File: src/rtl/tick_monitor.sv
// ---------------------------------------------------------------------------
// tick_monitor
//
// Purpose:
//   Measures the spacing of single-cycle tick pulses against a nominal period.
//   The block locks once LOCK_COUNT consecutive in-window periods are seen.
//   While locked, it flags early ticks, late ticks and missing ticks. Faults
//   are sticky: they hold until clear or reset.
//
// Parameters:
//   NOMINAL     expected tick period in CLK cycles
//   TOL         allowed +/- deviation from NOMINAL, in cycles
//   LOCK_COUNT  consecutive in-window periods required to lock
//
// Optional build:
//   TICK_MONITOR_STATS_EN  when defined, adds period_min/period_max outputs.
//                          These track the extremes of every reported period.
//
// Ports:
//   CLK           in   1   sole clock, rising edge
//   reset         in   1   asynchronous, active-low
//   tick_in       in   1   one-cycle tick pulse, synchronous to CLK
//   clear         in   1   synchronous return to IDLE; zeroes faults and counters
//   period_out    out  32  last measured period (cycles)
//   period_valid  out  1   one-cycle pulse when period_out updates
//   locked        out  1   high while locked
//   fault_early   out  1   sticky: a locked period was below NOMINAL-TOL
//   fault_late    out  1   sticky: a locked period exceeded NOMINAL+TOL, or a tick went missing
//   tick_count    out  16  ticks accepted since reset/clear (wraps)
//   period_min    out  32  smallest reported period (STATS_EN only)
//   period_max    out  32  largest reported period  (STATS_EN only)
// ---------------------------------------------------------------------------
module tick_monitor #(
  parameter int unsigned NOMINAL    = 32'd23999001,
  parameter int unsigned TOL        = 32'd16,
  parameter int unsigned LOCK_COUNT = 32'd4
) (
  input  logic        CLK,
  input  logic        reset,
  input  logic        tick_in,
  input  logic        clear,
  output logic [31:0] period_out,
  output logic        period_valid,
  output logic        locked,
  output logic        fault_early,
  output logic        fault_late,
  output logic [15:0] tick_count
`ifdef TICK_MONITOR_STATS_EN
  ,
  output logic [31:0] period_min,
  output logic [31:0] period_max
`endif
);

  localparam logic [31:0] WIN_LO = 32'(NOMINAL - TOL);
  localparam logic [31:0] WIN_HI = 32'(NOMINAL + TOL);

  // good_cnt only has to reach LOCK_COUNT, so it is sized for that value.
  localparam int GCW = (LOCK_COUNT < 2) ? 1 : $clog2(LOCK_COUNT + 1);
  localparam logic [GCW-1:0] LOCK_TARGET = GCW'(LOCK_COUNT);

  typedef enum logic [1:0] {
    IDLE    = 2'd0,
    ACQUIRE = 2'd1,
    LOCKED  = 2'd2,
    FAULT   = 2'd3
  } state_t;

  // -------------------------------------------------------------------------
  // Helper functions
  // -------------------------------------------------------------------------
  function automatic logic [31:0] sat_inc(input logic [31:0] v);
    return (v == 32'hFFFF_FFFF) ? v : v + 32'd1;
  endfunction

  function automatic logic below_win(input logic [31:0] p);
    return (p < WIN_LO);
  endfunction

  function automatic logic above_win(input logic [31:0] p);
    return (p > WIN_HI);
  endfunction

  // -------------------------------------------------------------------------
  // State
  // -------------------------------------------------------------------------
  state_t          state;
  logic [31:0]     gap;       // cycles since the last accepted tick
  logic [GCW-1:0]  good_cnt;  // consecutive in-window periods while acquiring

  // -------------------------------------------------------------------------
  // Stage p0: classify the current gap
  // -------------------------------------------------------------------------
  // The gap register already holds the period that a tick in this cycle
  // closes. The same comparison is used for the missing-tick timeout: once
  // gap exceeds the window with no tick, the tick can no longer arrive in time.
  logic           early_p0;
  logic           late_p0;
  logic           in_win_p0;
  logic [GCW-1:0] good_inc_p0;

  always_comb begin
    early_p0    = below_win(gap);
    late_p0     = above_win(gap);
    in_win_p0   = !early_p0 && !late_p0;
    good_inc_p0 = good_cnt + GCW'(1);
  end

  // -------------------------------------------------------------------------
  // Stage p1: registered FSM and outputs
  // -------------------------------------------------------------------------
  always_ff @(posedge CLK or negedge reset) begin
    if (!reset) begin
      state        <= IDLE;
      gap          <= 32'd0;
      good_cnt     <= '0;
      period_out   <= 32'd0;
      period_valid <= 1'b0;
      locked       <= 1'b0;
      fault_early  <= 1'b0;
      fault_late   <= 1'b0;
      tick_count   <= 16'd0;
`ifdef TICK_MONITOR_STATS_EN
      period_min   <= 32'hFFFF_FFFF;
      period_max   <= 32'd0;
`endif
    end else if (clear) begin
      // clear wins over a coincident tick; period_out keeps its last value
      state        <= IDLE;
      gap          <= 32'd0;
      good_cnt     <= '0;
      period_valid <= 1'b0;
      locked       <= 1'b0;
      fault_early  <= 1'b0;
      fault_late   <= 1'b0;
      tick_count   <= 16'd0;
`ifdef TICK_MONITOR_STATS_EN
      period_min   <= 32'hFFFF_FFFF;
      period_max   <= 32'd0;
`endif
    end else begin
      period_valid <= 1'b0;
      gap          <= tick_in ? 32'd1 : sat_inc(gap);

      if (tick_in) begin
        tick_count <= tick_count + 16'd1;
      end

      // The IDLE tick only starts the measurement; every later tick reports.
      if (tick_in && (state != IDLE)) begin
        period_out   <= gap;
        period_valid <= 1'b1;
`ifdef TICK_MONITOR_STATS_EN
        if (gap < period_min) period_min <= gap;
        if (gap > period_max) period_max <= gap;
`endif
      end

      case (state)
        IDLE: begin
          if (tick_in) begin
            state    <= ACQUIRE;
            good_cnt <= '0;
          end
        end

        ACQUIRE: begin
          if (tick_in) begin
            if (in_win_p0) begin
              good_cnt <= good_inc_p0;
              if (good_inc_p0 == LOCK_TARGET) begin
                state  <= LOCKED;
                locked <= 1'b1;
              end
            end else begin
              good_cnt <= '0;
            end
          end
        end

        LOCKED: begin
          // A late tick and a missing tick both show up as gap above the window.
          if (tick_in && early_p0) begin
            state       <= FAULT;
            locked      <= 1'b0;
            fault_early <= 1'b1;
          end else if (late_p0) begin
            state      <= FAULT;
            locked     <= 1'b0;
            fault_late <= 1'b1;
          end
        end

        FAULT: begin
          // Sticky: only clear or reset leaves this state.
          state <= FAULT;
        end

        default: begin
          state  <= IDLE;
          locked <= 1'b0;
        end
      endcase
    end
  end

endmodule

File: config.mk
export PLATFORM = sky130hd
export DESIGN_NAME = tick_monitor
export DESIGN_NICKNAME = d
export VERILOG_FILES = /design/src/rtl/tick_monitor.sv
export SDC_FILE = /design/constraint.sdc
export NUM_CORES = 1
export LEC_CHECK = 0
export ABC_AREA = 1
export BUFFER_PORTS_ARGS = -buffer_cell sky130_fd_sc_hd__buf_2
export CAP_MARGIN = 20
export CELL_PAD_IN_SITES_DETAIL_PLACEMENT = 0
export CELL_PAD_IN_SITES_GLOBAL_PLACEMENT = 1
export CORE_MARGIN = 5
export CORE_UTILIZATION = 48
export CTS_BUF_LIST = sky130_fd_sc_hd__clkbuf_4 sky130_fd_sc_hd__clkbuf_8
export DETAILED_ROUTE_END_ITERATION = 16
export GPL_TIMING_DRIVEN = 1
export PLACE_DENSITY_LB_ADDON = 0.2
export SLEW_MARGIN = 20
export SYNTH_ARGS = -nofsm -noshare
export SYNTH_HDL_FRONTEND = slang
export SYNTH_SLANG_ARGS = --single-unit
File: constraint.sdc
create_clock -name CLK -period 4.79 [get_ports CLK]
set_input_delay 0.958 -clock CLK [delete_from_list [all_inputs] [get_ports CLK]]
set_output_delay 0.958 -clock CLK [all_outputs]
set_load 0.05 [all_outputs]
==> out/results.txt <==
gp weighted congestion: 0.917
Starting Density: 48.6%
core region area: 9680 µm²
Max Cap Viol: 0
Area after DPL: 5090 µm²
# placed instances: 778
min Tclk post-route: 2480 ps
Worst Setup SP: clear
worst-path fanout max: 28
Rows: 36
most frequent cell after synthesis: nand2_1
Final period util: 51.8%
sequential share of the synthesized area: 47.4%
power density over the cells: 324 nW/µm²
Worst VDD drop: 0.243 mV
H-tree levels: 3
Post-synth ARST share: 100%
cts repair resizes: 0
CP Class: input pin to register
unrepaired setup endpoints after global routing: no
Mapped Cells: 605
Synth area leader: dfrtp_1
Die Span Y: 109 µm
Total Routing Usage GR: 22.0%
Port-buffer cells: 55
worst r2r src: gap[0]
largest cells by area after synthesis: dfrtp_1, nand2_1, o21ai_0
area grow syn2layout: 12.5%
Final #Nets: 666
DP Wirelength: 9250 µm
Arr. time, crit path: 2730 ps
first-pass GRT wire length: 20100 µm
synth unique cells: 40
Final setup viols: 0
clock tree root driver cell: clkbuf_8
grt total ovfl: 0
Wirelength per Cell: 15.4 µm
Max Root-Sink Buffers: 2
IO Pins: 56
Pre-antenna DRT Iters: 5
Synth Flop Type: dfrtp_1
WL final: 12300 µm
postcts setup bufs: 0
slew at the pin with the worst max-slew slack: 922 ps
Clock Skew: 10.4 ps
final hold vios: 0
CTS Hold Bufs: 0
# DRC: 0
Die Wd: 109 µm
EDFF count, synth: 0
clock sink count: 89
fmax: 403 MHz
Mapped Area: 4700 µm²
Synth top cells by count: nand2_1, dfrtp_1, inv_1
clock-pin slew on the worst setup and hold paths: 100 ps
hold_sp: locked
warnings from Yosys: 0
worst skew pair latency: 380 ps
Yosys reg bits: 89
TNS Setup: 0 ps
Via Count: 4199
Max transition margin: 38.3%
Design Power: 1.72 mW
initial antenna violation count: 0
Finished Layout Cells: 794
die footprint: 11900 µm²
synthesized area per cell: 7.77 µm²
Critical Path RT: 5040 ps
fin. max-slew vios: 0
pin count of the biggest net entering global routing: 63
ratio of cells with drive above 1 in the final layout: 15.9%
Finished Cell Area: 5290 µm²
post-synth net total: 615
TritonCTS clock tree: done
Synth top area share: 47.4%
CTS buffer count: 9
Setup crit start kind: input pin
leakage power: 2.62 nW
ant diodes: 0
vias in the first global route: 3903
Worst Setup End Kind: register
Final Util: 54.6%
outcome: finished, final reports clean
Routed Antenna Nets: 0
hold crit path type: register to register
1st-iter DRT viols: 260
Vias/cell: 5.29
[metal layers]
layer | wire, µm | share of wire, % | GRT usage (%) | up-vias
li1 | - | - | - | 2102
met1 | 5870 | 48 | 32.1 | 1961
met2 | 5360 | 44 | 32.3 | 120
met3 | 801 | 6.5 | 4.68 | 16
met4 | 238 | 1.9 | 7.94 | 0
met5 | 0 | 0 | 0 | -
[through the flow]
stage | hold WS, ps | setup WS (ps)
2_1_floorplan | 442 | 2550
3_3_place_gp | 452 | 1980
3_5_place_dp | 459 | 1890
4_1_cts | 481 | 2290
5_1_grt | 505 | 2050
6_report | 478 | 2310
[layout by cell type, fill, tap and decap left out, types with 3 or more instances in the layout]
cell type	netlist	final
nand2_1	154	153
nor2_4	6	6
clkinvlp_4	0	4
a31oi_1	4	4
nor3_1	26	26
nor3_2	4	4
ha_1	6	6
nor2_1	45	45
inv_2	3	3
nand2_2	3	4
a21oi_1	24	24
or2_2	4	4
o41ai_1	3	3
o31ai_1	4	4
clkbuf_8	0	9
buf_2	2	54
nand3_1	43	43
dfrtp_1	89	89
nand4_1	16	16
inv_1	71	71
nor2_2	5	5
o21ai_0	55	55
o21ai_1	5	5
[kinds of logic after synthesis]
kind of cell / share of synthesized area, %
flops: 47.4
buf+inv: 7.50
fa+ha+maj: 1.60
compound gates: 12.1
xor+xnor: 0.745
simple gates: 30.7
[critical path, stage by stage]
cell	delay [ps]
buf_2	260
nor2_4	510
nand3_1	640
o211ai_1	260
o21ai_1	90
[path summary, 6_finish.rpt]
| check | endpoint | slack, ps | depth (start not counted) |
|---|---|---|---|
| max | gap[0] | 2310 | 5 |
| min | locked | 480 | 2 |
| max reg2reg | gap[0] | 2380 | 10 |
| min reg2reg | locked | 480 | 2 |
| max in group asynchronous | gap[24] | 3250 | 2 |
| min in group asynchronous | period_out[7] | 620 | 1 |
[area by class of cell]
type,instances,area [µm²]
Fill cell,946,4390
Sequential cell,89,2230
Multi-Input combinational cell,424,2120
Inverter,76,287
Timing Repair Buffer,56,285
Tap cell,133,166
Clock buffer,9,124
Clock inverter,7,77.6
[sequential cells by signal, summed over array words and instances (netlist names)]
register and cells:
good_cnt 3, fault_late 1, period_valid 1, state 2, fault_early 1, period_out 32, gap 32, tick_count 16
locked 1
[report_power, final]
| part | internal (mW) | switching [mW] | leakage, nW |
|---|---|---|---|
| Combinational | 0.0716 | 0.281 | 1.31 |
| Sequential | 0.802 | 0.0277 | 1.23 |
| Clock | 0.244 | 0.288 | 0.0885 |
| Total | 1.12 | 0.597 | 2.62 |
No activity file was read; power rests on OpenSTA's default activity.
